File: src/rtl/flit_packet_assembler.sv
// Receive-side flit assembler: collects HEAD..TAIL flits into a flat packet buffer,
// presents the packet downstream and reports malformed traffic as one-cycle error pulses.
module flit_packet_assembler #(
  parameter int FLIT_W         = 32,
  parameter int MAX_FLITS      = 8,
  parameter int TIMEOUT_CYCLES = 64
) (
  input  logic                        clk,
  input  logic                        rst_n,
  input  logic [FLIT_W-1:0]           in_flit,
  input  logic [1:0]                  in_type,
  input  logic                        in_valid,
  output logic                        in_ready,
  output logic [FLIT_W*MAX_FLITS-1:0] out_data,
  output logic [$clog2(MAX_FLITS+1)-1:0] out_len,
  output logic                        out_valid,
  input  logic                        out_ready,
  output logic                        err_valid,
  output logic [1:0]                  err_code
);
  localparam int CW = $clog2(MAX_FLITS+1);
  localparam int TW = $clog2(TIMEOUT_CYCLES+1);

  localparam logic [1:0] T_NOPE = 2'b00;
  localparam logic [1:0] T_HEAD = 2'b01;
  localparam logic [1:0] T_BODY = 2'b10;
  localparam logic [1:0] T_TAIL = 2'b11;

  localparam logic [1:0] E_NONE   = 2'b00;
  localparam logic [1:0] E_ORPHAN = 2'b01;
  localparam logic [1:0] E_ABORT  = 2'b10;
  localparam logic [1:0] E_OVF    = 2'b11;

  typedef enum logic [1:0] {S_IDLE, S_COLLECT, S_DROP, S_HOLD} state_t;

  state_t                          r_state, w_state_nxt;
  logic [CW-1:0]                   r_count, w_count_nxt;
  logic [TW-1:0]                   r_idle,  w_idle_nxt;
  logic [MAX_FLITS-1:0][FLIT_W-1:0] r_buf,  w_buf_nxt;
  logic [1:0]                      r_err,   w_err_nxt;
  logic                            w_acc;

  assign w_acc = in_valid & (r_state != S_HOLD);

  always_ff @(posedge clk or negedge rst_n) begin
    if (!rst_n) begin
      r_state <= S_IDLE;
      r_count <= '0;
      r_idle  <= '0;
      r_buf   <= '0;
      r_err   <= E_NONE;
    end else begin
      r_state <= w_state_nxt;
      r_count <= w_count_nxt;
      r_idle  <= w_idle_nxt;
      r_buf   <= w_buf_nxt;
      r_err   <= w_err_nxt;
    end
  end

  always_comb begin
    w_state_nxt = r_state;
    w_count_nxt = r_count;
    w_idle_nxt  = r_idle;
    w_buf_nxt   = r_buf;
    w_err_nxt   = E_NONE;
    unique case (r_state)
      S_IDLE, S_DROP: begin
        if (w_acc) begin
          if (in_type == T_HEAD) begin
            w_buf_nxt    = '0;
            w_buf_nxt[0] = in_flit;
            w_count_nxt  = CW'(1);
            w_idle_nxt   = '0;
            w_state_nxt  = S_COLLECT;
          end else if (r_state == S_IDLE && in_type != T_NOPE) begin
            w_err_nxt = E_ORPHAN;
          end else if (r_state == S_DROP && in_type == T_TAIL) begin
            w_state_nxt = S_IDLE;
          end
        end
      end
      S_COLLECT: begin
        if (w_acc && in_type != T_NOPE) begin
          w_idle_nxt = '0;
          if (in_type == T_HEAD) begin
            w_err_nxt    = E_ABORT;
            w_buf_nxt    = '0;
            w_buf_nxt[0] = in_flit;
            w_count_nxt  = CW'(1);
          end else if (in_type == T_BODY && r_count == CW'(MAX_FLITS-1)) begin
            // last slot is reserved for the TAIL, so a BODY here can never complete
            w_err_nxt   = E_OVF;
            w_buf_nxt   = '0;
            w_count_nxt = '0;
            w_state_nxt = S_DROP;
          end else begin
            for (int i = 0; i < MAX_FLITS; i++)
              if (CW'(i) == r_count) w_buf_nxt[i] = in_flit;
            w_count_nxt = r_count + CW'(1);
            if (in_type == T_TAIL) w_state_nxt = S_HOLD;
          end
        end else if (r_idle == TW'(TIMEOUT_CYCLES-1)) begin
          w_err_nxt   = E_OVF;
          w_buf_nxt   = '0;
          w_count_nxt = '0;
          w_idle_nxt  = '0;
          w_state_nxt = S_IDLE;
        end else begin
          w_idle_nxt = r_idle + TW'(1);
        end
      end
      S_HOLD: begin
        if (out_ready) begin
          w_buf_nxt   = '0;
          w_count_nxt = '0;
          w_state_nxt = S_IDLE;
        end
      end
      default: w_state_nxt = S_IDLE;
    endcase
  end

  assign in_ready  = (r_state != S_HOLD);
  assign out_valid = (r_state == S_HOLD);
  assign out_len   = out_valid ? r_count : '0;
  assign out_data  = r_buf;
  assign err_code  = r_err;
  assign err_valid = |r_err;
endmodule

File: config.mk
export PLATFORM = sky130hd
export DESIGN_NAME = flit_packet_assembler
export DESIGN_NICKNAME = d
export VERILOG_FILES = /design/src/rtl/flit_packet_assembler.sv
export SDC_FILE = /design/constraint.sdc
export NUM_CORES = 1
export LEC_CHECK = 0
export CORE_MARGIN = 2
export CORE_UTILIZATION = 35
export DETAILED_ROUTE_END_ITERATION = 10
export GPL_TIMING_DRIVEN = 0
export PLACE_DENSITY = 0.71
export SKIP_LAST_GASP = 1
export SLEW_MARGIN = 30
export SYNTH_ARGS = -nofsm -noshare
export SYNTH_HDL_FRONTEND = slang
export SYNTH_SLANG_ARGS = --single-unit
File: constraint.sdc
create_clock -name clk -period 2.05 [get_ports clk]
set_input_delay 0.205 -clock clk [delete_from_list [all_inputs] [get_ports clk]]
set_output_delay 0.205 -clock clk [all_outputs]
set_load 0.1 [all_outputs]
==> results_dict.tcl, run 1 <==
set metrics [dict create \
    outcome "complete, but fails checks" \
    violations "negative setup slack" \
    seq_power_share 0.257 \
    p_clk_frac 0.197 \
    hold_path.class "input pin to asynchronous set/reset pin" \
    fp.dieArea_um2 34200 \
    totalNegativeSetupSlack_ps -18440 \
    n_antenna_cell 0 \
    swShare 0.488 \
    groute.usage.overall 0.214 \
    final_core_utilization 0.557 \
    post_layout_nonfiller_instances 1666 \
    max_stage_delay_on_crit_path_ps 390 \
    finClkSkew_ps 11.5 \
    clock_slew_at_the_register_clock_pins_of_the_worst_setup_and_hold_paths_ps 60 \
    cts_made_buffers 29 \
    core_area_um2 32400 \
    io_pins 303 \
    insertion_delay_ps 550 \
    starting_density_of_the_core 0.354 \
    synth_cell_types 48 \
    syn-cell-area_um2 11500 \
    synth_top_area_share 0.592 \
    drt_pre_antenna_iters 4 \
    placement.io_buffers 302 \
    post_synthesis_cells 772 \
    synth_top_cells_by_count "sky130_fd_sc_hd__dfrtp_1, sky130_fd_sc_hd__mux2_2, sky130_fd_sc_hd__mux2_4" \
    synth-async-reset-ratio 1.00 \
    synth.area.top_cells "sky130_fd_sc_hd__dfrtp_1, sky130_fd_sc_hd__mux2_2, sky130_fd_sc_hd__mux2_4, sky130_fd_sc_hd__mux2_1, sky130_fd_sc_hd__mux2i_1" \
    drive_gt1_frac 0.397 \
    timing.critical_path.from_type "flip-flop" \
    tightestPinTransition_ps 1030 \
    dieWidth_um 185 \
    postSynth.topFlopCell "sky130_fd_sc_hd__dfrtp_1" \
    internal-power_mw 13.8 \
    arrival_ps 2660 \
    yosysTopAreaCell "sky130_fd_sc_hd__dfrtp_1" \
    grt_antenna_before_repair 0 \
    num_rows 66 \
    h-tree-depth 1 \
    synth.yosys.warnings 0 \
    via_count 8112 \
    combinationalPowerShare 0.547 \
    synth.ff_latch_count 271 \
    die_h_um 185 \
    gr_ovfl_total 0 \
    max-clock-path-buffers 3 \
    grt_first_pass_wirelength_um 55300 \
    critical_path_class "flip-flop to flip-flop" \
    clock_sinks 271 \
    hold_viol_final 0 \
    number_of_failing_setup_endpoints_in_the_final_timing_report 243 \
    ir_worst_vdd_mv 0.987 \
    setup_repair_after_global_routing_missed_its_margin "true" \
    netSwitchingPower_mw 13.2 \
    dp_hpwl_um 22900 \
    syn-mean-instance-area_um2 14.8 \
    max-cap-violations 0 \
    grt_start_max_net_pins 85 \
    root_buf_cell "sky130_fd_sc_hd__clkbuf_16" \
    tritoncts "yes" \
    register_area_share_after_synthesis 0.592 \
    path_max_fanout 5 \
    cellPowerDensity_nw_per_um2 1500 \
    fmax_mhz 449 \
    fin_ws_ps -175 \
    synth-edff-count 0 \
    drt_wl_total_um 37600 \
    fillers 2672 \
    worst_setup_timing_slack_at_the_placement_stage_ps -803 \
    synth_most_common_cell "sky130_fd_sc_hd__dfrtp_1" \
    place.detailed.instances 1519 \
    num-nets-final 1245 \
    critical-path-slowest-cell "sky130_fd_sc_hd__dfrtp_1" \
    endpoint_kind "flip-flop" \
    grt_pass1_vias 8791 \
    flow.area_growth_from_synthesis_pct 57.4 \
    fin_crit_sh 1.09 \
    drt_iter0_drc 382 \
    total_leakage_power_nw 9.57 \
    slew_headroom 0.314 \
    gp_congestion 0.777 \
    post_route_drc 0 \
    synth_nets 815 \
    detail_route.wl_per_cell_um 22.6 \
    critical_path.cell_chain "ha_2, and3_4, a211oi_4, buf_6, buf_12, a211oi_4, buf_6, buf_12, buf_12, mux2_4" \
    critPathRequiredTime_ps 2480 \
    critPathMostFrequentCell "sky130_fd_sc_hd__buf_12" \
    route.antenna.remaining_nets 0 \
    route.detailed.vias_per_inst 4.87 \
    slew_viol_final 0 \
    finalCriticalPeriod_ps 2220 \
]
power by group through the flow:
stage	combinational, mW	clock [mW]	sequential (mW)
finish	14.8	5.32	6.94
global route	15.2	5.69	7.05
CTS	14.6	5.44	6.91
detailed placement	13.1	0	7.03
global placement	13.0	0	7.00
floorplan	2.80	0	14.0
worst max-delay path, delay by kind of cell, from the launching register on:
kind | cells | cell delay, ps
buffers and inverters | 5 | 690
DFF | 1 | 390
AOI/OAI and AO/OA | 2 | 350
muxes | 1 | 290
adders and majority gates | 1 | 190
and+or+nand+nor | 1 | 190
final timing paths:
check,from,end,slack [ps],cells after the start
worst max-delay path,r_idle[0]$_DFFE_PN0P_,out_data[49]$_DFFE_PN0P_,-170,10
max in group asynchronous,rst_n,out_data[152]$_DFFE_PN0P_,790,4
worst min-delay path,rst_n,out_data[199]$_DFFE_PN0P_,140,2
worst max register to register,r_idle[0]$_DFFE_PN0P_,out_data[49]$_DFFE_PN0P_,-170,10
worst min register to register,r_idle[6]$_DFFE_PN0P_,r_idle[6]$_DFFE_PN0P_,490,1
min in group clk,in_flit[30],out_data[30]$_DFFE_PN0P_,260,3
layout by cell type, fill, tap and decap left out, types with 4 or more instances in the layout:
cell | Yosys | final
sky130_fd_sc_hd__inv_1 | 40 | 38
sky130_fd_sc_hd__dlygate4sd2_1 | 0 | 227
sky130_fd_sc_hd__mux2i_1 | 32 | 31
sky130_fd_sc_hd__buf_4 | 2 | 44
sky130_fd_sc_hd__clkdlybuf4s15_1 | 0 | 26
sky130_fd_sc_hd__clkbuf_1 | 6 | 10
sky130_fd_sc_hd__buf_2 | 6 | 9
sky130_fd_sc_hd__nand2_1 | 12 | 9
sky130_fd_sc_hd__and3_1 | 4 | 4
sky130_fd_sc_hd__buf_8 | 0 | 5
sky130_fd_sc_hd__clkdlybuf4s50_1 | 0 | 36
sky130_fd_sc_hd__mux2_2 | 126 | 27
sky130_fd_sc_hd__dfrtp_2 | 0 | 5
sky130_fd_sc_hd__clkinv_2 | 0 | 7
sky130_fd_sc_hd__buf_12 | 0 | 38
sky130_fd_sc_hd__nor2_1 | 8 | 5
sky130_fd_sc_hd__clkbuf_2 | 0 | 4
sky130_fd_sc_hd__nand3_1 | 5 | 5
sky130_fd_sc_hd__and2_4 | 0 | 23
sky130_fd_sc_hd__buf_16 | 0 | 15
sky130_fd_sc_hd__buf_6 | 27 | 26
sky130_fd_sc_hd__clkbuf_16 | 0 | 33
sky130_fd_sc_hd__a211oi_4 | 7 | 9
sky130_fd_sc_hd__nor3_1 | 4 | 4
sky130_fd_sc_hd__clkbuf_8 | 0 | 5
sky130_fd_sc_hd__dfrtp_1 | 271 | 266
sky130_fd_sc_hd__o21ai_0 | 43 | 43
sky130_fd_sc_hd__mux2_4 | 50 | 197
sky130_fd_sc_hd__and2_2 | 0 | 9
logic make-up after synthesis:
kind of cell             after synthesis  synth area share
AO/OA/AOI/OAI                         77            0.0507
buffers and inverters                 82            0.0459
AND/OR/NAND/NOR                       80            0.0405
adder cells (fa/ha/maj)                5           0.00546
flip-flops                           271             0.592
multiplexers                         257             0.266
flip-flops by register name (all words and copies together), names as in the netlist:
| register | count |
|---|---|
| out_data | 256 |
| r_idle | 7 |
| r_count | 4 |
| err_code | 2 |
| r_state | 2 |
routing by layer:
layer	track usage	share of wire	vias to the layer above
li1	-	-	3565
met1	0.292	0.45	4223
met2	0.350	0.47	268
met3	0.0484	0.061	56
met4	0.0460	0.021	0
met5	0	0	-
through the flow:
stage / instance area, um2 / hold slack (ps) / power, mW
CTS: 17800 / 125 / 27.0
global route: 18000 / 159 / 28.0
detailed placement: 15200 / 126 / 20.1
global placement: 15200 / 462 / 20.0
finish: 18000 / 137 / 27.0
floorplan: 11600 / -90.6 / 16.8
cell type report:
class | count | area, um2 | area share
clock inverter | 12 | 141 | 0.00784
timing repair buffer | 409 | 4250 | 0.235
sequential | 271 | 6790 | 0.376
clock buffer | 41 | 821 | 0.0455
buffer | 31 | 465 | 0.0258
multi-input combinational | 419 | 4860 | 0.270
tap | 442 | 553 | 0.0307
inverter | 41 | 154 | 0.00853
what timing repair did:
item	4_1_cts	5_1_grt
pin swaps	21	12
gates cloned	21	4
hold buffers	1	0
setup endpoints to repair	523	289
endpoints found under the hold margin	113	0
resized for setup	504	143
buffers inserted	71	19
(Power assumes the default switching activity.)
==> run 2, diff against run 1 <==
--- a/config.mk
+++ b/config.mk
@@ -5,6 +5,7 @@
 export SDC_FILE = /design/constraint.sdc
 export NUM_CORES = 1
 export LEC_CHECK = 0
+export CAP_MARGIN = 30
 export CORE_MARGIN = 2
 export CORE_UTILIZATION = 35
 export DETAILED_ROUTE_END_ITERATION = 10
==> results_dict.tcl, run 2 (same netlist as run 1, synthesis figures left out) <==
set metrics [dict create \
    worst_setup_timing_slack_at_the_placement_stage_ps -799 \
    drive_gt1_frac 0.390 \
    slew_headroom 0.301 \
    flip_flop_count_of_the_largest_register_after_layout 256 \
    clock_slew_at_the_register_clock_pins_of_the_worst_setup_and_hold_paths_ps 60 \
    number_of_failing_setup_endpoints_in_the_final_timing_report 227 \
    dieWidth_um 185 \
    num-nets-final 1252 \
    die_h_um 185 \
    ir_worst_vdd_mv 0.875 \
    fillers 2702 \
    delay_heaviest_family_cp "buffers and inverters" \
    fin_ws_ps -164 \
    h-tree-depth 1 \
    dp_hpwl_um 22800 \
    critical_path.cell_chain "buf_6, nand4b_1, buf_4, a21oi_4, buf_4, a211oi_4, buf_6, buf_12, buf_12, mux2_4" \
    arrival_ps 2630 \
    critical_path_class "flip-flop to flip-flop" \
    max-clock-path-buffers 3 \
    n_antenna_cell 0 \
    grt.met1_usage 0.294 \
    placement.io_buffers 302 \
    drt_iter0_drc 299 \
    post_layout_total_power_mw 27.0 \
    drt_pre_antenna_iters 4 \
    path_max_fanout 5 \
    crit-reg2reg-launch "r_state[1]$_DFFE_PN0P_" \
    drt_wl_total_um 37400 \
    critical-path-slowest-cell "sky130_fd_sc_hd__dfrtp_1" \
    endpoint_kind "flip-flop" \
    grt_most_used_layer "met2" \
    total_leakage_power_nw 9.56 \
    groute.usage.overall 0.215 \
    grt_use_met2 0.353 \
    tritoncts "yes" \
    setup_repair_after_global_routing_missed_its_margin "true" \
    max_stage_delay_on_crit_path_ps 390 \
    gr_ovfl_total 0 \
    grt_pass1_vias 8672 \
    io_pins 303 \
    cellPowerDensity_nw_per_um2 1500 \
    num_rows 66 \
    critPathBufInv 6 \
    fmax_mhz 452 \
    gp_congestion 0.777 \
    critPathRequiredTime_ps 2470 \
    mostFrequentLayoutCells "sky130_fd_sc_hd__dfrtp_1, sky130_fd_sc_hd__dlygate4sd2_1, sky130_fd_sc_hd__mux2_4, sky130_fd_sc_hd__mux2_2, sky130_fd_sc_hd__buf_12" \
    fin_crit_sh 1.08 \
    mostFrequentLayoutCell "sky130_fd_sc_hd__dfrtp_1" \
    fp.dieArea_um2 34200 \
    root_buf_cell "sky130_fd_sc_hd__clkbuf_16" \
    post_route_drc 0 \
    critPathLaunch "r_state[1]$_DFFE_PN0P_" \
    core_area_um2 32400 \
    insertion_delay_ps 550 \
    hold_path.class "input pin to asynchronous set/reset pin" \
    max-cap-violations 0 \
    finClkSkew_ps 13.7 \
    slew_viol_final 0 \
    grt_first_pass_wirelength_um 55400 \
    grt_antenna_before_repair 0 \
    outcome "complete, but fails checks" \
    tightestPinTransition_ps 1050 \
    timing.critical_path.from_type "flip-flop" \
    violations "negative setup slack" \
    starting_density_of_the_core 0.354 \
    flow.area_growth_from_synthesis_pct 57.6 \
    detail_route.wl_per_cell_um 22.4 \
    finalCriticalPeriod_ps 2210 \
    route.antenna.remaining_nets 0 \
    cts_made_buffers 30 \
    groute.layer.met3.usage 0.0515 \
    via_count 8037 \
    clock_sinks 271 \
    hold_viol_final 0 \
    route.detailed.vias_per_inst 4.81 \
    grt_start_max_net_pins 85 \
]
run 2: changes by cell type in the layout (fill, tap and decap cells not counted), sizes merged, moves of 2 or more:
cell and delta:
buf +8, bufinv -2, clkbuf +5, clkdlybuf4s15 +2
clkinv -3, dlygate4sd2 -5
run 2: area by class of cell:
type                    instances  area (um2)  share of cell area
flip-flops and latches        271        6790               0.376
multi-input cells             419        4780               0.264
repair buffers                413        4340               0.240
clock buffers                  45         878              0.0486
well taps                     442         553              0.0306
plain buffers                  33         510              0.0283
inverters                      41         154             0.00852
clock inverters                 6        57.6             0.00319
run 2: report_power, final:
part / internal (mW) / total, mW / leakage [nW] / switching (mW)
registers: 6.35 / 6.93 / 3.69 / 0.573
logic: 4.44 / 14.9 / 5.42 / 10.5
clock network: 3.05 / 5.17 / 0.459 / 2.12
run 2: metrics by stage:
step	std cells	util	TNS [ps]	cell area (um2)	hold slack (ps)
3_5_place_dp	1520	0.471	-156260	15300	124
5_1_grt	1670	0.558	-30630	18100	156
3_3_place_gp	1516	0.468	-3108800	15200	462
4_1_cts	1664	0.556	-30800	18000	126
2_1_floorplan	772	-	-2570	11600	-90.6
6_report	1670	0.558	-16500	18100	139
run 2: path summary, 6_finish.rpt:
path / end / slack [ps] / cells past startpoint
worst min-delay path: out_data[196]$_DFFE_PN0P_ / 140 / 2
min in group clk: out_data[15]$_DFFE_PN0P_ / 260 / 3
worst max register to register: out_data[112]$_DFFE_PN0P_ / -160 / 10
max in group asynchronous: out_data[182]$_DFFE_PN0P_ / 790 / 4
worst min register to register: out_data[168]$_DFFE_PN0P_ / 480 / 1
worst max-delay path: out_data[112]$_DFFE_PN0P_ / -160 / 10
run 2: worst reg2reg max path, delay by kind of cell (launching register included):
kind / cells / cell delay [ps]
buffers and inverters: 6 / 900
DFF: 1 / 390
AOI/OAI and AO/OA: 2 / 300
muxes: 1 / 300
and+or+nand+nor: 1 / 210
run 2: metal layers:
metal	share of wire	up-vias
met5	0	-
met2	0.48	241
li1	-	3582
met1	0.44	4172
met3	0.066	42
met4	0.018	0
run 2: timing repair:
action	in CTS	in global routing
setup endpoints to repair	522	295
hold endpoints to repair	113	0
hold buffers	1	0
gates resized for setup	535	100
gates cloned	23	3
pin swaps	21	17
setup buffers	72	22
